<file path="config.mk">
export PLATFORM = sky130hd
export DESIGN_NAME = toggle_bank
export DESIGN_NICKNAME = d
export VERILOG_FILES = /design/src/rtl/toggle_bank.sv
export SDC_FILE = /design/constraint.sdc
export NUM_CORES = 1
export LEC_CHECK = 0
export ABC_AREA = 1
export BUFFER_PORTS_ARGS = -buffer_cell sky130_fd_sc_hd__buf_4
export CAP_MARGIN = 0
export CORE_MARGIN = 1
export CORE_UTILIZATION = 45
export CTS_CLUSTER_SIZE = 25
export DETAILED_ROUTE_END_ITERATION = 10
export PLACE_DENSITY = 0.84
export SLEW_MARGIN = 10
export SYNTH_ARGS = -nofsm -noshare
export SYNTH_HDL_FRONTEND = slang
export SYNTH_SLANG_ARGS = --single-unit
</file>
<file path="constraint.sdc">
create_clock -name clk -period 1.5 [get_ports clk]
set_input_delay 0.225 -clock clk [delete_from_list [all_inputs] [get_ports clk]]
set_output_delay 0.225 -clock clk [all_outputs]
set_load 0.005 [all_outputs]
</file>
<file path="src/rtl/toggle_bank.sv">
// toggle_bank: N-channel bank of synchronous toggle flip-flops with edge,
// level, chained-counter and hold modes, per-channel clear, per-channel
// change strobes and a counter wrap strobe.
module toggle_bank #(
  parameter int             N         = 8,
  parameter logic [N-1:0]   RESET_VAL = '0
) (
  input  logic         clk,
  input  logic         r,
  input  logic [1:0]   mode,
  input  logic [N-1:0] t,
  input  logic [N-1:0] clr,
  output logic [N-1:0] q,
  output logic [N-1:0] chg,
  output logic         wrap
);

  localparam logic [1:0] MODE_EDGE  = 2'd0;
  localparam logic [1:0] MODE_LEVEL = 2'd1;
  localparam logic [1:0] MODE_COUNT = 2'd2;
  localparam logic [1:0] MODE_HOLD  = 2'd3;

  logic [N-1:0] t_d;
  logic [N-1:0] rise;
  logic [N-1:0] q_n;
  logic [N-1:0] q_clr;
  logic         wrap_n;

  // Rising-edge detect of each toggle request against the previous cycle.
  assign rise = t & ~t_d;

  // Per-mode next state; clear is applied afterwards so carries still ripple.
  always_comb begin
    q_n = q;
    unique case (mode)
      MODE_EDGE:  q_n = q ^ rise;
      MODE_LEVEL: q_n = q ^ t;
      MODE_COUNT: q_n = rise[0] ? q + {{(N-1){1'b0}}, 1'b1} : q;
      MODE_HOLD:  q_n = q;
      default:    q_n = q;
    endcase
  end

  assign q_clr  = q_n & ~clr;
  // Rollover is flagged from the increment itself, even if clr masks it.
  assign wrap_n = (mode == MODE_COUNT) && rise[0] && (&q);

  // Edge-detect history follows t unconditionally, including reset and hold,
  // so a level already high at reset release or mode switch never toggles.
  always_ff @(posedge clk) begin
    t_d <= t;
  end

  // Channel state and strobes; reset wins over clear, clear over toggle.
  always_ff @(posedge clk) begin
    if (r) begin
      q    <= RESET_VAL;
      chg  <= '0;
      wrap <= 1'b0;
    end else begin
      q    <= q_clr;
      chg  <= q ^ q_clr;
      wrap <= wrap_n;
    end
  end

endmodule

</file>
# Word level (Yosys, flattened, before mapping)
# Index checks and enable logic that the tools add are counted.
# totals
word_cells	21
in_bits	20
ff_bits	25
output_inout_bits	17
# classes
muxes	2
bitwise	7
n_addsub	1
eq_ne	3
reduce_logical	4
# op_table
cell	n
$pmux 8 s4	1
$xor 8x8->8	3
$and 8x8->8	2
$not 8->8	2
$add 8x1->8 const B	1
$mux 8	1
$reduce_and 8->1	1
$eq 2x2->1 const B	2
$eq 2x1->1 const B	1
$logic_and 1x1->1	2
$logic_not 2->1	1

# Depth between registers and ports, before layout
# depth
ltp_word	6
mapped_depth	8
depth_no_buf	8

# Worst setup path before layout
# Ideal clock, no wire load.
# synth_path
path_kind	register to register
start	register q[1]
end	register chg[1]
path_stages_with_launch	8
required_ps	1385
synth_period_minus_slack_ps	1205
path_slack_ps	295
t_arrival_ps	1090
setup_ps	115
path_buffers	0
cell_sequence	dfxtp_1 ha_1 nand3_1 nand2_1 nor2_1 nor2_1 a21oi_1 nor2_1
# synth_between
elab_chain_len	5
elab_cells_between_ends	7
cone_classes	add/sub (1); mux (2); bitwise (4)
# synth_rtl
item	line	rtl
from (decl)	13	output logic [N-1:0] q,
from (signal assigned)	61	q <= q_clr;
$add 8x1->8	38	MODE_COUNT: q_n = rise[0] ? q + {{(N-1){1'b0}}, 1'b1} : q;
$mux 8	38	
$pmux 8 s4	35	unique case (mode)
$and 8x8->8	44	assign q_clr = q_n & ~clr;
$xor 8x8->8 (*)	62	chg <= q ^ q_clr;
to (signal assigned)	62	
to (decl)	14	output logic [N-1:0] chg,
# Every way passes the cells marked *; elsewhere a longest branch is shown, timed or not.
# A chain may end at the register's enable or synchronous reset.

# Worst setup path in the final report
# Ends and elaborated chain as after synthesis.

==> impl_summary.md <==
Placed design
In this run, placement finished with an instance count of 212. The count of buffers added on input and output ports is 36. After detailed placement, the total cell area comes to 1400 µm². The weighted congestion reported at the end of routability-driven placement is 0.772. Before CTS, the worst setup slack after placement is 0.190 ns.

The estimated wirelength of the detail-placed design is 1.91 mm.

STA
The transition time of the tightest slew-check pin is 0.279 ns. Counting I/O delays and the setup requirement, the final critical path takes 1.25 ns. The final worst slack is between 0.2 and 0.25 ns. The fraction of the cycle the final worst path needs is 0.836.

The headroom to the max-slew limit is 0.813. In the final timing run, aggregate negative setup slack is 0 ns. Setup repair after global routing left no endpoint under its margin. Setup violations remaining at the end of the flow were counted as 0. The number of slew-limit violations in the final report is 0. Clock skew on the completed layout was measured at 0.00619 ns.

The final hold violation count is 0. Static timing analysis puts the maximum clock frequency at 797 MHz.

Floorplan
For this configuration, the core starts out at a cell density of 0.491. For this design the top-level I/O count stands at 37. In this run the standard cell core region covers 2280 µm². The number of placement rows is 17. From left edge to right edge, the die measures between 50 and 60 µm. From bottom edge to top edge, the die measures slightly above 50 µm.

The die covers 2690 µm².

Power
The switching power total is 320 µW. The reported leakage power is around 0.00074 µW. The clock network power share is 0.252. Of the total power, the share spent switching nets is 0.263. The largest vdd supply drop is between 0.0006 and 0.0007 V. The share of total power in combinational logic is 0.163.

The relative contribution of sequential cells to total power is 0.585. For this design the ratio of total power to cell area is between 800 and 900 nW/µm². The cell-internal power is 896 µW.

Synthesis
The count of state elements after synthesis is 25. Synthesis produced a netlist whose cell count is 152. The net count after synthesis is approximately 170. The sequential element share of the synthesized area is 0.448.

The mean instance size in the synthesized netlist is 7.35 µm². The number of warnings issued by yosys is 0. The count of unique library cells instantiated by Yosys is 23. The cell area after technology mapping is 1120 µm².

Clock tree
The number of buffers created by CTS is 3. The deepest level of the CTS H-tree is 1. The CTS clock-pin slew for the worst setup and hold paths is about 0.14 ns. The clock tree from TritonCTS is done. Clock latency on the worst-skew pair, taken at its later pin, is 0.32 ns. The maximum clock path buffer count is 2. The clock root buffer master is sky130_fd_sc_hd__clkbuf_4. For this design, the sink count on the clock tree is 25.

Worst setup path
The number of buffers and inverters on the critical path is 0. The startpoint type of the worst setup path is a flop. On the worst path, the slowest cell contributes a delay of 0.38 ns.

The library cell appearing most often on the critical path is sky130_fd_sc_hd__nor2_1. The critical path goes through ha_1 > nand3_1 > nand2_1 > nor2_1 > nor2_1 > nand3_1 > nand2_1 > nor2_1. Among all stages on the critical path, the largest delay is contributed by sky130_fd_sc_hd__dfxtp_2.

The type of destination of the critical path is a flop. The kind of cell adding the most delay to the critical path is simple AND/OR/NAND/NOR gates. The worst register-to-register path has a setup slack of between 0.2 and 0.25 ns.

The critical path required time is 1.73 ns. The endpoint arrival time on the critical path is 1.48 ns. Of all nets on the critical path, the largest fanout is 7.

The worst setup path category is reg -> reg.

Routing
The detailed router's first-iteration violation count is 18. For this run, the detailed router's first-pass iteration total came to 4. The per-cell routed wire length is around 11 µm. The number of nets still failing antenna checks after routing is 0. The number of remaining DRC errors is 0. In the routed layout, each cell is associated on average with a via count of about 5.

The routed design has 2.51 mm of wire. Detailed routing inserted a total of 1125 vias.

Layout
The final design instance area without fill is 1480 µm². The net count of the finished layout is 215. The growth of design area from synthesis to finish is 32.4%.

Measured on the finished design, the core utilization comes to 0.650. The number of diodes added for antenna fixing is 0. The finished layout holds 221 standard cells, fillers aside. In the final layout, the share of cells above drive strength 1 is 0.259.

Global route
The initial antenna violation count is 0. The first global-routing pass estimated around 4.2 mm of wire. The met3 track utilization from global routing is 0.0292. The maximum number of pins on one net before global-route repair is 18. The met1 usage is 0.245. The via count of the first global-routing pass is 1061. In the global route stage, overall resource usage came out at 0.207.

The residual overflow from global routing is 0. In this run the most used layer during global routing was met2. For this run, global-route usage on met2 was measured as 0.363.

Outcome
The flow ran to the end, and the final reports show no timing, DRC or antenna violations.

Flow run
The tool flagged a number of max-cap violations equal to 0.

Hold path
The type of the most critical hold path is in -> reg.
[metrics by stage]
stage                     hold slack (ns)  power [µW]
final                              0.0155        1220
after detailed placement            0.341         914
after global routing              0.00242        1280
after CTS                        0.000894        1220
after global placement              0.340         904
after floorplan                     0.253         821
[power by group through the flow]
stage | sequential (µW) | combinational, µW | clock, µW
after CTS | 711 | 192 | 319
after global placement | 724 | 180 | 0
after global routing | 715 | 222 | 344
after detailed placement | 725 | 189 | 0
final | 711 | 199 | 306
after floorplan | 725 | 95.8 | 0
[cells in the mapped netlist]
cell type	instances	area share
sky130_fd_sc_hd__ha_1	1	0.011
sky130_fd_sc_hd__a21oi_1	14	0.063
sky130_fd_sc_hd__o21bai_1	1	0.0067
sky130_fd_sc_hd__o21ai_0	8	0.036
sky130_fd_sc_hd__inv_1	18	0.060
sky130_fd_sc_hd__nor2_2	1	0.0056
sky130_fd_sc_hd__nor3_1	1	0.0045
sky130_fd_sc_hd__a21oi_2	1	0.0078
sky130_fd_sc_hd__o21ai_1	1	0.0045
sky130_fd_sc_hd__nand3b_1	1	0.0067
sky130_fd_sc_hd__nor4_1	1	0.0056
sky130_fd_sc_hd__buf_6	1	0.010
sky130_fd_sc_hd__nand2_1	32	0.11
sky130_fd_sc_hd__nor2_1	19	0.064
sky130_fd_sc_hd__dfxtp_1	25	0.45
sky130_fd_sc_hd__nand3_2	3	0.027
sky130_fd_sc_hd__nor3_4	2	0.029
sky130_fd_sc_hd__nand3_1	16	0.072
sky130_fd_sc_hd__buf_2	2	0.0090
sky130_fd_sc_hd__clkbuf_1	1	0.0034
sky130_fd_sc_hd__a211oi_1	1	0.0067
sky130_fd_sc_hd__nor3_2	1	0.0090
sky130_fd_sc_hd__inv_2	1	0.0034
[per-layer routing]
| metal | share of wire | up-vias |
|---|---|---|
| li1 | - | 573 |
| met1 | 0.42 | 527 |
| met2 | 0.53 | 23 |
| met3 | 0.043 | 2 |
| met4 | 0.0068 | 0 |
| met5 | 0 | - |
[area by class of cell]
| type | count | area, µm² |
|---|---|---|
| fillers | 205 | 797 |
| multi-input cells | 104 | 520 |
| flip-flops and latches | 25 | 502 |
| repair buffers | 41 | 320 |
| inverters | 19 | 71.3 |
| well taps | 28 | 35.0 |
| clock buffers | 3 | 22.5 |
| clock inverters | 1 | 7.51 |
[logic make-up (layout without fill, tap and decap cells)]
| family | count (synthesis) | count (layout) | share of synthesized area |
|---|---|---|---|
| flops | 25 | 25 | 0.448 |
| compound gates | 26 | 26 | 0.124 |
| fa+ha+maj | 1 | 1 | 0.0112 |
| buf+inv | 23 | 64 | 0.0862 |
| simple gates | 77 | 77 | 0.330 |
[path summary, 6_finish.rpt]
kind / endpoint / start / cells past startpoint
setup reg to reg: chg[1] / q[1] / 8
hold / removal: t_d[2] / t[2] / 1
setup / recovery: chg[1] / q[1] / 8
hold reg to reg: q[4] / q[4] / 1
[placed cells by master (no fill, tap or decap), drive strengths merged]
cell type	synthesis	layout
a211oi	1	1
buf	3	36
ha	1	1
nor4	1	1
nand3b	1	1
nor3	4	4
dlygate4sd3	0	5
nand3	19	19
a21oi	15	15
o21ai	9	9
inv	19	19
o21bai	1	1
clkinvlp	0	1
clkbuf	1	3
dfxtp	25	25
nand2	32	32
nor2	20	20
[flip-flops by register name, indices dropped and copies added (netlist names)]
name  cells
q         8
t_d       8
wrap      1
chg       8
[what timing repair did]
action	in CTS	in global routing
endpoints found under the setup margin	0	1
gates resized for setup	0	1
setup buffers	0	0
hold buffers	1	4
endpoints found under the hold margin	1	4
Power figures use the tool's default switching activity.
